==> src/rtl/prog_clock_divider_pkg.sv <==
// Shared constants for the programmable clock-enable divider.
package prog_clock_divider_pkg;

  localparam int unsigned CNT_W_DEF       = 25;
  localparam int unsigned DEFAULT_DIV_DEF = 25000000;

  localparam logic MODE_PULSE  = 1'b0;
  localparam logic MODE_SQUARE = 1'b1;

endpackage

==> src/rtl/prog_clock_divider_if.sv <==
// Control/status bundle for prog_clock_divider: run enable, divisor load, mode and outputs.
interface prog_clock_divider_if #(
  parameter int unsigned NUM_CH = 2,
  parameter int unsigned CNT_W  = 25
);
  logic                    en;
  logic [NUM_CH*CNT_W-1:0] div_i;
  logic [NUM_CH-1:0]       div_load;
  logic [NUM_CH-1:0]       mode_sq;
  logic [NUM_CH-1:0]       tick_o;
  logic [NUM_CH-1:0]       clkout;

  modport master (
    output en, div_i, div_load, mode_sq,
    input  tick_o, clkout
  );

  modport slave (
    input  en, div_i, div_load, mode_sq,
    output tick_o, clkout
  );
endinterface

==> src/rtl/prog_clock_divider_step_edge_detect.sv <==
// Two-flop synchroniser for an asynchronous push-button plus a one-cycle rising-edge pulse.
module prog_clock_divider_step_edge_detect (
  input  logic clk_i,
  input  logic rst_i,
  input  logic async_i,
  output logic pulse_o
);

  // [0],[1] synchronise; [2] holds the previous synchronised level.
  logic [2:0] sync_q, sync_d;

  always_comb begin
    sync_d  = {sync_q[1:0], async_i};
    pulse_o = sync_q[1] & ~sync_q[2];
  end

  always_ff @(posedge clk_i) begin
    if (rst_i) begin
      sync_q <= '0;
    end else begin
      sync_q <= sync_d;
    end
  end

endmodule

==> src/rtl/prog_clock_divider.sv <==
// Multi-channel runtime-programmable clock-enable generator (tick strobe + square/pulse clkout).
// Optional manual stepping when SINGLE_STEP_EN is defined.
module prog_clock_divider
  import prog_clock_divider_pkg::*;
#(
  parameter int unsigned NUM_CH      = 2,
  parameter int unsigned CNT_W       = CNT_W_DEF,
  parameter int unsigned DEFAULT_DIV = DEFAULT_DIV_DEF
) (
  input  logic clkin,
  input  logic rst,
`ifdef SINGLE_STEP_EN
  input  logic step_mode,
  input  logic step_i,
`endif
  prog_clock_divider_if.slave bus
);

  localparam logic [CNT_W-1:0] One    = CNT_W'(1);
  localparam logic [CNT_W-1:0] RstDiv = CNT_W'(DEFAULT_DIV);
  localparam logic [CNT_W-1:0] RstCnt = (DEFAULT_DIV <= 1) ? '0 : CNT_W'(DEFAULT_DIV - 1);

  logic run;
  logic step_tick;

`ifdef SINGLE_STEP_EN
  logic step_pulse;

  prog_clock_divider_step_edge_detect u_step (
    .clk_i   (clkin),
    .rst_i   (rst),
    .async_i (step_i),
    .pulse_o (step_pulse)
  );

  assign run       = bus.en & ~step_mode;
  assign step_tick = step_mode & step_pulse;
`else
  assign run       = bus.en;
  assign step_tick = 1'b0;
`endif

  for (genvar c = 0; c < NUM_CH; c++) begin : g_ch
    logic [CNT_W-1:0] div_q, div_d;
    logic [CNT_W-1:0] cnt_q, cnt_d;
    logic [CNT_W-1:0] div_new;
    logic [CNT_W-1:0] d_eff;
    logic             tick_q, tick_d;
    logic             clk_q, clk_d;

    assign div_new = bus.div_i[c*CNT_W +: CNT_W];

    always_comb begin
      div_d  = div_q;
      cnt_d  = cnt_q;
      tick_d = 1'b0;
      clk_d  = clk_q;
      d_eff  = (div_q == '0) ? One : div_q;
      // A load wins over run and over a coincident terminal count.
      if (bus.div_load[c]) begin
        div_d = div_new;
        cnt_d = (div_new == '0) ? '0 : div_new - One;
        clk_d = 1'b0;
      end else begin
        if (run) begin
          if (cnt_q == '0) begin
            tick_d = 1'b1;
            cnt_d  = d_eff - One;
          end else begin
            cnt_d = cnt_q - One;
          end
        end else if (step_tick) begin
          tick_d = 1'b1;
        end
        case (bus.mode_sq[c])
          MODE_SQUARE: clk_d = clk_q ^ tick_d;
          MODE_PULSE:  clk_d = tick_d;
          default:     clk_d = clk_q;
        endcase
      end
    end

    always_ff @(posedge clkin) begin
      if (rst) begin
        div_q  <= RstDiv;
        cnt_q  <= RstCnt;
        tick_q <= 1'b0;
        clk_q  <= 1'b0;
      end else begin
        div_q  <= div_d;
        cnt_q  <= cnt_d;
        tick_q <= tick_d;
        clk_q  <= clk_d;
      end
    end

    assign bus.tick_o[c] = tick_q;
    assign bus.clkout[c] = clk_q;
  end

endmodule

==> src/flat_wrapper.sv <==
// flat-port wrapper written by rule: the top's interface ports become plain ports
module prog_clock_divider_flat import prog_clock_divider_pkg::*;
#(
  parameter int unsigned NUM_CH      = 2,
  parameter int unsigned CNT_W       = CNT_W_DEF,
  parameter int unsigned DEFAULT_DIV = DEFAULT_DIV_DEF
)
  (clkin, rst, bus_en, bus_div_i, bus_div_load, bus_mode_sq, bus_tick_o, bus_clkout);
  prog_clock_divider_if #(.NUM_CH(NUM_CH), .CNT_W(CNT_W)) bus_i ();
  input  logic clkin;
  input  logic rst;
  input wire logic [$bits(bus_i.en)-1:0] bus_en;
  input wire logic [$bits(bus_i.div_i)-1:0] bus_div_i;
  input wire logic [$bits(bus_i.div_load)-1:0] bus_div_load;
  input wire logic [$bits(bus_i.mode_sq)-1:0] bus_mode_sq;
  output wire logic [$bits(bus_i.tick_o)-1:0] bus_tick_o;
  output wire logic [$bits(bus_i.clkout)-1:0] bus_clkout;
  assign bus_i.en = bus_en;
  assign bus_i.div_i = bus_div_i;
  assign bus_i.div_load = bus_div_load;
  assign bus_i.mode_sq = bus_mode_sq;
  assign bus_tick_o = bus_i.tick_o;
  assign bus_clkout = bus_i.clkout;
  prog_clock_divider #(.NUM_CH(NUM_CH), .CNT_W(CNT_W), .DEFAULT_DIV(DEFAULT_DIV)) u_core (.clkin(clkin), .rst(rst), .bus(bus_i));
endmodule
==> config.mk <==
export PLATFORM = sky130hd
export DESIGN_NAME = prog_clock_divider_flat
export DESIGN_NICKNAME = d
export VERILOG_FILES = /design/src/rtl/prog_clock_divider_pkg.sv /design/src/rtl/prog_clock_divider_if.sv /design/src/rtl/prog_clock_divider_step_edge_detect.sv /design/src/rtl/prog_clock_divider.sv /design/src/flat_wrapper.sv
export SDC_FILE = /design/constraint.sdc
export NUM_CORES = 1
export LEC_CHECK = 0
export CAP_MARGIN = 30
export CORE_AREA = 5 5 130 132
export CTS_CLUSTER_DIAMETER = 30
export CTS_CLUSTER_SIZE = 30
export DETAILED_ROUTE_END_ITERATION = 16
export DIE_AREA = 0 0 135 137
export GPL_ROUTABILITY_DRIVEN = 1
export PLACE_DENSITY_LB_ADDON = 0.05
export SLEW_MARGIN = 30
export SYNTH_ARGS = -nofsm -noshare
export SYNTH_HDL_FRONTEND = slang
export SYNTH_SLANG_ARGS = --single-unit
==> constraint.sdc <==
create_clock -name clkin -period 3.9 [get_ports clkin]
set_clock_uncertainty 0.15 [all_clocks]
set_input_delay 0.585 -clock clkin [delete_from_list [all_inputs] [get_ports clkin]]
set_output_delay 0.585 -clock clkin [all_outputs]
set_load 0.05 [all_outputs]
* After elaboration in Yosys (flattened, before gate mapping) *
Cells that the tools add are included.

storage, ports and cells
  register bits after elaboration = 104
  bits of input ports = 57

cells by class
  multiplexer cells = 18
  reduce and logical (&&, ||, !) cells = 10
  bitwise operators = 4
  add/sub/neg operators = 6

operators by type and width
  kind                     number
  $mux W25                 10
  $logic_not A25 Y1        6
  $sub A25 B1 Y25 const B  6
  $mux W1                  6
  $pmux W1 S2              2
  $reduce_bool A2 Y1       2
  $reduce_or A2 Y1         2
  $not A1 Y1               2
  $xor A1 B1 Y1            2

* Logic depth before layout (Yosys ltp) *
Gate-level depths: netlist of the first run.

  depth in word-level cells = 6
  mapped depth = 16
  gate-level depth less buffers = 14

* Least setup slack after synthesis of the first run *
OpenSTA, ideal clock, no wires.

  kind = reg-to-reg
  from = register u_core.g_ch[1].cnt_q[17]
  to = register u_core.g_ch[1].cnt_q[18]
  stages on the path, launching flop included = 17
  library setup time = 0.120 ns
  buffers on the path = 3
  period minus slack after synthesis = 3.578 ns
  required time = 3.630 ns
  path slack = 0.322 ns
  data arrival time = 3.309 ns
  path through = dfxtp_1 -> clkbuf_1 -> nor4_1 -> nand4_1 -> or2_0 -> clkbuf_1 -> clkbuf_1 -> o21bai_1 -> inv_1 -> ha_1 -> nor3b_1 -> nand2b_1 -> nor4_1 -> o21ai_0 -> nor4b_1 -> nor3_1 -> a211o_1

on the way
  word-level cells in the longest chain between the ends = 4
  elaborated cells between the ends (all ways) = 5

RTL lines
  what                                                         line                                                RTL
  start, declared                                              prog_clock_divider.sv:45                            logic [CNT_W-1:0] cnt_q, cnt_d;
  start signal, assigned                                       prog_clock_divider.sv:86                            cnt_q <= RstCnt;
  start signal, assigned                                       prog_clock_divider.sv:91                            cnt_q <= cnt_d;
  $sub A25 B1 Y25 / $logic_not A25 Y1 (equally long branches)  prog_clock_divider.sv:70, prog_clock_divider.sv:66
  $mux W25 (*)                                                 prog_clock_divider.sv:66                            if (cnt_q == '0) begin
  $mux W25 (*)                                                 prog_clock_divider.sv:65                            if (run) begin
  $mux W25 (*)                                                 prog_clock_divider.sv:60                            if (bus.div_load[c]) begin

Every way passes the cells marked *; elsewhere a longest branch is shown, timed or not. The select of a mux whose other input is x is not followed.
A chain may end at the register's enable or synchronous reset.

* Worst setup path in the final report of the first run *
  from = register u_core.g_ch[0].div_q[16]
  to = register u_core.g_ch[0].cnt_q[12]

on the way
  word-level cells in the longest chain between the ends = 6

RTL lines
  what                    line                      RTL
  start, declared         prog_clock_divider.sv:44  logic [CNT_W-1:0] div_q, div_d;
  start signal, assigned  prog_clock_divider.sv:85  div_q <= RstDiv;
  start signal, assigned  prog_clock_divider.sv:90  div_q <= div_d;
  $logic_not A25 Y1       prog_clock_divider.sv:58  d_eff = (div_q == '0) ? One : div_q;
  $mux W25                prog_clock_divider.sv:58
  $sub A25 B1 Y25         prog_clock_divider.sv:68  cnt_d = d_eff - One;
  $mux W25                prog_clock_divider.sv:66
  $mux W25                prog_clock_divider.sv:65
  $mux W25                prog_clock_divider.sv:60
  end signal, assigned    prog_clock_divider.sv:86
  end signal, assigned    prog_clock_divider.sv:91
  end, declared           prog_clock_divider.sv:45

No other way between the ends. The select of a mux whose other input is x is not followed.

==> out/qor.yml, run 1 <==
yosys.cell_types.count: 91
crit_path_end_kind: "flip-flop"
die_w_um: 135
ys_warn_count: 0
antenna_found_initial: 0
viasPerCell: 6.446
synth_seq_area_share_pct: 27.40
synthAdderAreaFrac_pct: 0.6587
synth.top_cell.area_share_pct: 27.40
antennaDiodeCount: 0
syn-instance-count: 988
power_density_nw_per_um2: 301.1
vias: 8219
status: "completed"
start_util_pct: 48.72
peakVddDrop_v: 0.0002905
post-cts-setup-buffers: 0
yosys.area_share.simple_pct: 27.66
worstHoldStart: "u_core.g_ch[1].cnt_q[24]"
avgSynthCellArea_sq_um: 7.691
insertion_delay_ps: 370
cts_sinks: 104
utilization_pct: 57.37
min_to: "u_core.g_ch[1].cnt_q[24]"
r2r_end: "u_core.g_ch[0].cnt_q[12]"
final_cells: 1275
drt-total-wl_um: 26320
netlist_area_sq_um: 7599
postCtsHoldBufs: 0
path_buf_inv: 0
numCtsBuffers: 9
yosysMostFrequentCell: "nor2_1"
cap_violations: 0
ant_nets: 0
drc_errors: 0
synth_compound_area_share_pct: 27.10
cpMaxStageDelayCell: "or4_1"
fin_nets: 1115
num_io_pins: 61
r2r-start: "u_core.g_ch[0].div_q[16]"
fmax_mhz: 276.1
drv_slew: 0
synth_xor_area_share_pct: 5.648
period_needed_ps: 3622
grt_pass1_wl_um: 42040
root_buffer: "clkbuf_16"
die_area_sq_um: 18500
met3_usage_pct: 4.890
grt_pass1_vias: 7863
port_buffers: 60
dieHeight_um: 137
arrival_ps: 3710
async_flop_share_pct: 0
relSlewSlack_pct: 48.43
crit_chain: "or4_1, nor4_2, a21oi_2, a21oi_1, ha_1, nand2b_1, or4_1, a2111o_1, a21oi_1, o2111a_1, o31ai_1"
met1_usage_pct: 34.38
whs_path_depth: 2
r2r_cells: 11
gp_congestion: 0.9769
r2r_setup_slack_ps: 280
grt_setup_unrepaired: "no"
cts_resized: 0
drive_gt1_share_pct: 10.95
drt_iter0_drc: 672
post_drt_wl_per_cell_um: 20.65
timing.final.hold_violations: 0
synth_top_family_by_area: "simple AND/OR/NAND/NOR gates"
grt-busiest-layer: "met2"
clockBufferDepth: 2
area_growth_pct: 17.77
synthMuxAreaShare_pct: 7.245
hold_path_class: "reg2reg"
setup_ws_ps: 277.9
criticalPathCategory: "reg2reg"
post-route-period-util_pct: 92.87
placed_cells: 1259
cts_tree: "done"
synth_area_leaders: "dfxtp_1 27%, mux2i_1 7.2%, nor2_1 5.3%"
pre_cts_ws_ps: 297.2
firstDrtPassIters: 6
synth_top_flop_cell: "dfxtp_1"
ys_seq_elements: 104
grt.total_usage_pct: 28.48
fp-row-count: 46
tightest_slew_ps: 773.5
grt_start_max_net_pins: 56
h-tree-depth: 3
p_leak_nw: 3.178
critical_path_required_ps: 3990
syn_nets: 1049
cp_max_fo: 5
synth_edf_count: 0
gr-total-overflow: 0
cp_top_family: "simple AND/OR/NAND/NOR gates"
core_sq_um: 15600
grt_use_met2_pct: 49.89
fin_hold_ws_ps: 384.2
dp_hpwl_um: 18890
yosys-top-cells-count: "108 x nor2_1, 104 x dfxtp_1, 90 x nand2_1"
clk_pin_slew_ps: 80
cp-start-kind: "flip-flop"
slowest_delay_ps: 620
tns_ps: 0
synth_area_leader_cell: "dfxtp_1"
setup-violations-final: 0
==> worst reg2reg max path: stages (launching register included) <==
cell      delay, ps
dfxtp_1         360
or4_1           620
nor4_2          440
a21oi_2         120
a21oi_1         180
ha_1            210
nand2b_1        160
or4_1           450
a2111o_1        410
a21oi_1         160
o2111a_1        190
o31ai_1          60
==> cell type report <==
type                    instances  area, sq um
clock buffers                   9        225.2
clock inverters                 7        77.57
fillers                      1487         6649
inverters                      17        63.81
multi-input cells             805         5209
flip-flops and latches        104         2082
well taps                     216        270.3
repair buffers                117         1021
==> per-layer routing <==
metal | vias up | part of all wire (%) | routed length [um]
li1 | 3913 | - | -
met1 | 3902 | 41 | 10790
met2 | 336 | 49 | 12860
met3 | 68 | 5.8 | 1518
met4 | 0 | 4.4 | 1156
met5 | - | 0 | 0
==> worst max-delay path by stage <==
| stage | slack, ps | to | cells after the start | start |
|---|---|---|---|---|
| 2_1_floorplan | 320 | u_core.g_ch[1].cnt_q[18] | 16 | u_core.g_ch[1].cnt_q[17] |
| 3_3_place_gp | 330 | u_core.g_ch[0].cnt_q[17] | 8 | bus_div_i[7] |
| 3_5_place_dp | 300 | u_core.g_ch[1].cnt_q[2] | 9 | bus_div_i[31] |
| 4_1_cts | 260 | u_core.g_ch[1].cnt_q[24] | 14 | u_core.g_ch[1].cnt_q[5] |
| 5_1_grt | 70 | u_core.g_ch[0].cnt_q[16] | 12 | u_core.g_ch[0].div_q[16] |
| 6_report | 280 | u_core.g_ch[0].cnt_q[12] | 11 | u_core.g_ch[0].div_q[16] |
==> cell families after synthesis <==
| logic type | Yosys count |
|---|---|
| buffers and inverters | 79 |
| adder cells (fa/ha/maj) | 4 |
| multiplexers | 55 |
| flip-flops | 104 |
| XOR/XNOR | 49 |
| AO/OA/AOI/OAI | 292 |
| AND/OR/NAND/NOR | 405 |
==> flip-flops by register name (all words and copies together), names as in the netlist <==
signal and flops:
u_core.g_ch.cnt_q 50, u_core.g_ch.div_q 50, u_core.g_ch.clk_q 2, u_core.g_ch.tick_q 2
==> per-stage QoR <==
| step | power, mW | area (sq um) |
|---|---|---|
| 2_1_floorplan | 1.519 | 7599 |
| 3_3_place_gp | 1.739 | 8631 |
| 3_5_place_dp | 1.741 | 8633 |
| 4_1_cts | 2.704 | 8936 |
| 5_1_grt | 2.817 | 8949 |
| 6_report | 2.694 | 8949 |
==> power breakdown <==
group          leakage (nW)  switching (mW)  internal, mW  total (mW)
clock                 0.146           0.461         0.504       0.966
sequential            0.862           0.103          1.13        1.23
combinational          2.17           0.274         0.221       0.495
total                  3.18           0.838          1.86        2.69
==> cells in the final DEF, fill, tap and decap left out, drive strengths merged, types with 5 or more instances in the layout <==
cell	instances
xor2	22
o311ai	9
nor3	50
nand2	91
o22ai	6
or2	10
o31a	6
a41oi	5
and3	5
nor2b	5
xnor2	27
o41ai	5
and2	6
a221oi	10
a2111oi	9
o221ai	11
nand2b	11
mux2i	55
o31ai	11
or4	16
a211oi	22
a31oi	15
buf	61
clkdlybuf4s50	56
or3	20
inv	19
nand3	17
o211ai	10
o21ai	52
nand4	15
a31o	6
clkbuf	9
nor2	108
a21oi	65
dfxtp	104
nor4	33
(Power assumes the default switching activity.)
==> inputs of run 2 (changes only) <==
ABC_AREA = 1   (was unset)
CORE_AREA = 5 5 129 131   (was 5 5 130 132)
DIE_AREA = 0 0 134 136   (was 0 0 135 137)
==> run 2 against run 1 <==
Against the previous run:
- maximum frequency rose by 17%
- critical path depth rose by 6
- clock-buffer cell count rose by 1
- critical path type unchanged
- highest routed layer unchanged
==> out/qor.yml, run 2 <==
netlist_area_sq_um: 7557
cts_tree: "done"
power_density_nw_per_um2: 327.7
die_area_sq_um: 18220
cts_resized: 0
synth_seq_area_share_pct: 27.55
cp_max_fo: 27
dp_hpwl_um: 17910
h-tree-depth: 3
yosys.cell_types.count: 39
drt-total-wl_um: 23400
drc_errors: 0
final_common_cell: "nand2_1"
syn_nets: 1340
post-route-period-util_pct: 79.69
async_flop_share_pct: 0
p_leak_nw: 3.827
vias: 8127
utilization_pct: 55.58
synth.top_cell.area_share_pct: 27.55
drive_gt1_share_pct: 7.035
hold_path_class: "reg2reg"
pre_cts_ws_ps: 639.6
tns_ps: 0
synth_area_leader_cell: "dfxtp_1"
cts_sinks: 104
die_w_um: 134
cpMaxStageDelayCell: "nor2_8"
post_drt_wl_per_cell_um: 15.45
peakVddDrop_v: 0.0002339
start_util_pct: 48.81
gr-total-overflow: 0
yosysMostFrequentCell: "nand2_1"
status: "completed"
dieHeight_um: 136
clk_pin_slew_ps: 80
arrival_ps: 3190
area_growth_pct: 13.87
firstDrtPassIters: 5
grt_setup_unrepaired: "no"
criticalPathCategory: "reg2reg"
synth_edf_count: 0
fmax_mhz: 321.8
gp_congestion: 0.9562
synth_top_flop_cell: "dfxtp_1"
cp_top_family: "simple AND/OR/NAND/NOR gates"
avgSynthCellArea_sq_um: 5.909
crit_path_end_kind: "flip-flop"
grt_pass1_wl_um: 37580
cp-start-kind: "flip-flop"
final_cell_mix: "343 x nand2_1, 190 x nor2_1, 126 x inv_1, 126 x nand3_1, 104 x dfxtp_1"
top_regs: "u_core.g_ch.cnt_q (50), u_core.g_ch.div_q (50)"
port_buffers: 60
finalPower_mw: 2.820
period_needed_ps: 3108
slowest_delay_ps: 390
path_buf_inv: 0
antenna_found_initial: 0
clockBufferDepth: 2
timing.final.hold_violations: 0
root_buffer: "clkbuf_16"
insertion_delay_ps: 370
crit_chain: "nor2_1, nand2_1, nor2_1, nand2_2, nor2_8, nand3_1, nand2_2, ha_1, nand3_1, nor2_1, nand3_2, nor2_4, nand2_1, nand3_1, nand2_1, o21ai_1, nand2_1"
grt_start_max_net_pins: 40
core_sq_um: 15480
syn-instance-count: 1279
relSlewSlack_pct: 52.52
cp_common_cell: "nand2_1"
synth_area_leaders: "dfxtp_1 28%, nand2_1 17%, nor2_1 9.4%"
num_io_pins: 61
grt.total_usage_pct: 25.71
postCtsHoldBufs: 0
fp-row-count: 46
numCtsBuffers: 9
ys_seq_elements: 104
post-cts-setup-buffers: 0
ant_nets: 0
drv_slew: 0
antennaDiodeCount: 0
tightest_slew_ps: 711.2
viasPerCell: 5.368
cap_violations: 0
yosys-top-cells-count: "343 x nand2_1, 190 x nor2_1, 127 x inv_1"
setup-violations-final: 0
drt_iter0_drc: 562
setup_ws_ps: 792.3
fin_nets: 1378
ys_warn_count: 0
grt_pass1_vias: 7517
critical_path_required_ps: 3980
-- run 2: cell types whose count changed after synthesis, sizes merged, moves of 12 or more --
cell,change
a211oi,-22
clkbuf,-14
inv,+123
mux2i,-55
nand2,+266
nand3,+113
nor2,+100
nor3,-34
nor4,-30
o21ai,+47
or3,-20
or4,-16
xnor2,-12
-- run 2: tightest hold or removal path: stages (launching register included) --
cell     delay [ps]
dfxtp_1         330
a21oi_1          60
nand2_1          50
-- run 2: per-stage QoR --
stage	hold slack (ps)	cells	area, sq um
floorplan	287.5	1279	7557
global placement	304.0	1498	8269
detailed placement	305.4	1498	8269
CTS	324.5	1514	8606
global route	343.8	1514	8606
finish	324.1	1514	8606
-- run 2: final cells by class --
type / count / area (sq um)
clock inverter: 6 / 97.59
timing repair buffer: 75 / 713.2
fill: 1617 / 6877
inverter: 142 / 533.0
tap: 192 / 240.2
multi-input combinational: 985 / 4701
clock buffer: 10 / 239.0
sequential: 104 / 2082
-- run 2: power by group --
part           leakage (nW)  internal, mW  switching [mW]  total [mW]
logic                  2.80         0.203           0.355       0.558
registers             0.865          1.14          0.0580        1.20
clock network         0.166         0.593           0.471        1.06
total                  3.83          1.94           0.883        2.82
-- run 2: kinds of logic (layout without fill, tap and decap cells) --
kind of cell | after synthesis | count (layout) | share of synthesized area [%]
AND/OR/NAND/NOR | 744 | 744 | 43.20
adder cells (fa/ha/maj) | 4 | 4 | 0.6623
flip-flops | 104 | 104 | 27.55
XOR/XNOR | 38 | 38 | 4.404
AO/OA/AOI/OAI | 199 | 199 | 13.94
buffers and inverters | 190 | 233 | 10.25
-- run 2: per-layer routing --
| layer | part of all wire (%) | routed length, um | GRT usage (%) | vias to the layer above |
|---|---|---|---|---|
| li1 | - | - | - | 4196 |
| met1 | 43 | 10080 | 31.35 | 3655 |
| met2 | 49 | 11460 | 45.68 | 233 |
| met3 | 4.6 | 1075 | 3.960 | 43 |
| met4 | 3.3 | 775 | 9.771 | 0 |
| met5 | 0 | 0 | 0 | - |
-- run 2: path summary, 6_finish.rpt --
path | slack (ps) | end | from | cells past startpoint
max | 790 | u_core.g_ch[1].cnt_q[16] | u_core.g_ch[1].cnt_q[18] | 17
min | 320 | u_core.g_ch[0].cnt_q[19] | u_core.g_ch[0].cnt_q[19] | 2
max reg2reg | 790 | u_core.g_ch[1].cnt_q[16] | u_core.g_ch[1].cnt_q[18] | 17
min reg2reg | 320 | u_core.g_ch[0].cnt_q[19] | u_core.g_ch[0].cnt_q[19] | 2
==> inputs of run 3 (changes only) <==
clock period = 3.1 ns   (was 3.9 ns; I/O delays follow)
==> run 3 against run 2 <==
Against the previous run:
- maximum frequency increased by 12%
- combinational power rose by 28%
- sequential power rose by 26%
- core utilization is 0.83 points higher
- critical path depth unchanged
- clock power increased by 19%
- global-route usage up 0.73 points
- non-clock buffer count grew 16
- wire length up 0.72%
- sequential share of layout area is 0.36 points lower
==> out/qor.yml, run 3 (same netlist as run 2, synthesis figures left out) <==
status: "completed"
post-cts-setup-buffers: 0
start_util_pct: 48.81
fin_hold_ws_ps: 323.6
grt_setup_unrepaired: "no"
insertion_delay_ps: 370
antenna_found_initial: 0
cp-start-kind: "flip-flop"
grt_pass1_wl_um: 38550
cts_resized: 0
grt_start_max_net_pins: 40
arrival_ps: 2890
vias: 8108
power_density_nw_per_um2: 398.8
root_buffer: "clkbuf_16"
num_io_pins: 61
critical_path_required_ps: 3210
final_cell_mix: "343 x nand2_1, 190 x nor2_1, 126 x inv_1, 126 x nand3_1, 104 x dfxtp_1"
fill_cells: 1645
criticalPathCategory: "reg2reg"
ant_nets: 0
die_area_sq_um: 18220
grt.total_usage_pct: 26.44
design_area_sq_um: 8735
placed_area_sq_um: 8414
worstHoldStart: "u_core.g_ch[0].cnt_q[22]"
fmax_mhz: 359.4
drv_slew: 0
core_sq_um: 15480
postCtsHoldBufs: 0
port_buffers: 60
tns_ps: 0
die_w_um: 134
timing.final.hold_violations: 0
clockBufferDepth: 2
gr-total-overflow: 0
fin_nets: 1394
worstSetupStartpoint: "u_core.g_ch[0].cnt_q[4]"
grt_pass1_vias: 7661
final_common_cell: "nand2_1"
top_regs: "u_core.g_ch.cnt_q (50), u_core.g_ch.div_q (50)"
drive_gt1_share_pct: 8.146
cts_tree: "done"
p_leak_nw: 3.905
numCtsBuffers: 9
drt_iter0_drc: 525
cp_max_fo: 10
drc_errors: 0
cts_sinks: 104
r2r_setup_slack_ps: 320
period_needed_ps: 2783
area_growth_pct: 15.58
setup-violations-final: 0
r2r-start: "u_core.g_ch[0].cnt_q[4]"
tightest_slew_ps: 506.9
post_drt_wl_per_cell_um: 15.40
dieHeight_um: 136
post-route-period-util_pct: 89.76
fp-row-count: 46
crit_path_end_kind: "flip-flop"
h-tree-depth: 3
firstDrtPassIters: 5
antennaDiodeCount: 0
hold_path_class: "reg2reg"
gp_congestion: 0.9471
drt-total-wl_um: 23570
viasPerCell: 5.299
cap_violations: 0
peakVddDrop_v: 0.0002707
dp_hpwl_um: 18180
clk_pin_slew_ps: 80
relSlewSlack_pct: 66.10
-- run 3: cell count changes in the layout (fill, tap and decap cells not counted), sizes merged --
| cell | before | now |
|---|---|---|
| clkinv | 2 | 4 |
| bufinv | 2 | 1 |
| clkbuf | 10 | 9 |
| buf | 15 | 31 |
-- run 3: through the flow --
step	utilization (%)	worst slack (ps)	total power, mW	instances
finish	56.42	317.5	3.483	1530
global route	56.42	99.69	3.658	1530
CTS	56.42	341.1	3.500	1530
detailed placement	54.35	91.18	2.247	1514
global placement	54.35	117.5	2.245	1514
floorplan	-	775.8	1.975	1279
-- run 3: critical path, stage by stage, from the launching register on --
cell and delay, ps:
dfxtp_1 360, inv_1 160, nand3_1 110, nor2_1 130, nand2_1 100, nor2_4 130
nand3_1 100, nand2_2 160, ha_1 240, inv_1 70, nor2_1 140, nand2_1 130
nor2_4 250, nand3_1 110, nand3_1 130, nand2_1 60, o21ai_1 70, nand2_1 60
-- run 3: path summary, 6_finish.rpt --
check        depth (start not counted)                       end
max                                 17  u_core.g_ch[0].cnt_q[16]
max reg2reg                         17  u_core.g_ch[0].cnt_q[16]
min                                  2  u_core.g_ch[0].cnt_q[22]
min reg2reg                          2  u_core.g_ch[0].cnt_q[22]
-- run 3: cell type report --
cell class | count | area [sq um] | share of cell area, %
Clock buffer | 9 | 225.2 | 2.578
Clock inverter | 7 | 95.09 | 1.089
Inverter | 142 | 533.0 | 6.102
Multi-Input combinational cell | 985 | 4701 | 53.82
Sequential cell | 104 | 2082 | 23.84
Tap cell | 192 | 240.2 | 2.750
Timing Repair Buffer | 91 | 858.3 | 9.827
-- run 3: layer usage --
metal / global-route usage [%] / wire, um / vias to the layer above
li1: - / - / 4230
met1: 32.15 / 10290 / 3609
met2: 48.01 / 11660 / 226
met3: 3.442 / 973 / 43
met4: 9.200 / 647 / 0
met5: 0 / 0 / -
-- run 3: power by group --
group	switching [mW]	internal, mW	leakage, nW
clock network	0.603	0.653	0.157
logic	0.449	0.267	2.88
registers	0.0759	1.43	0.865
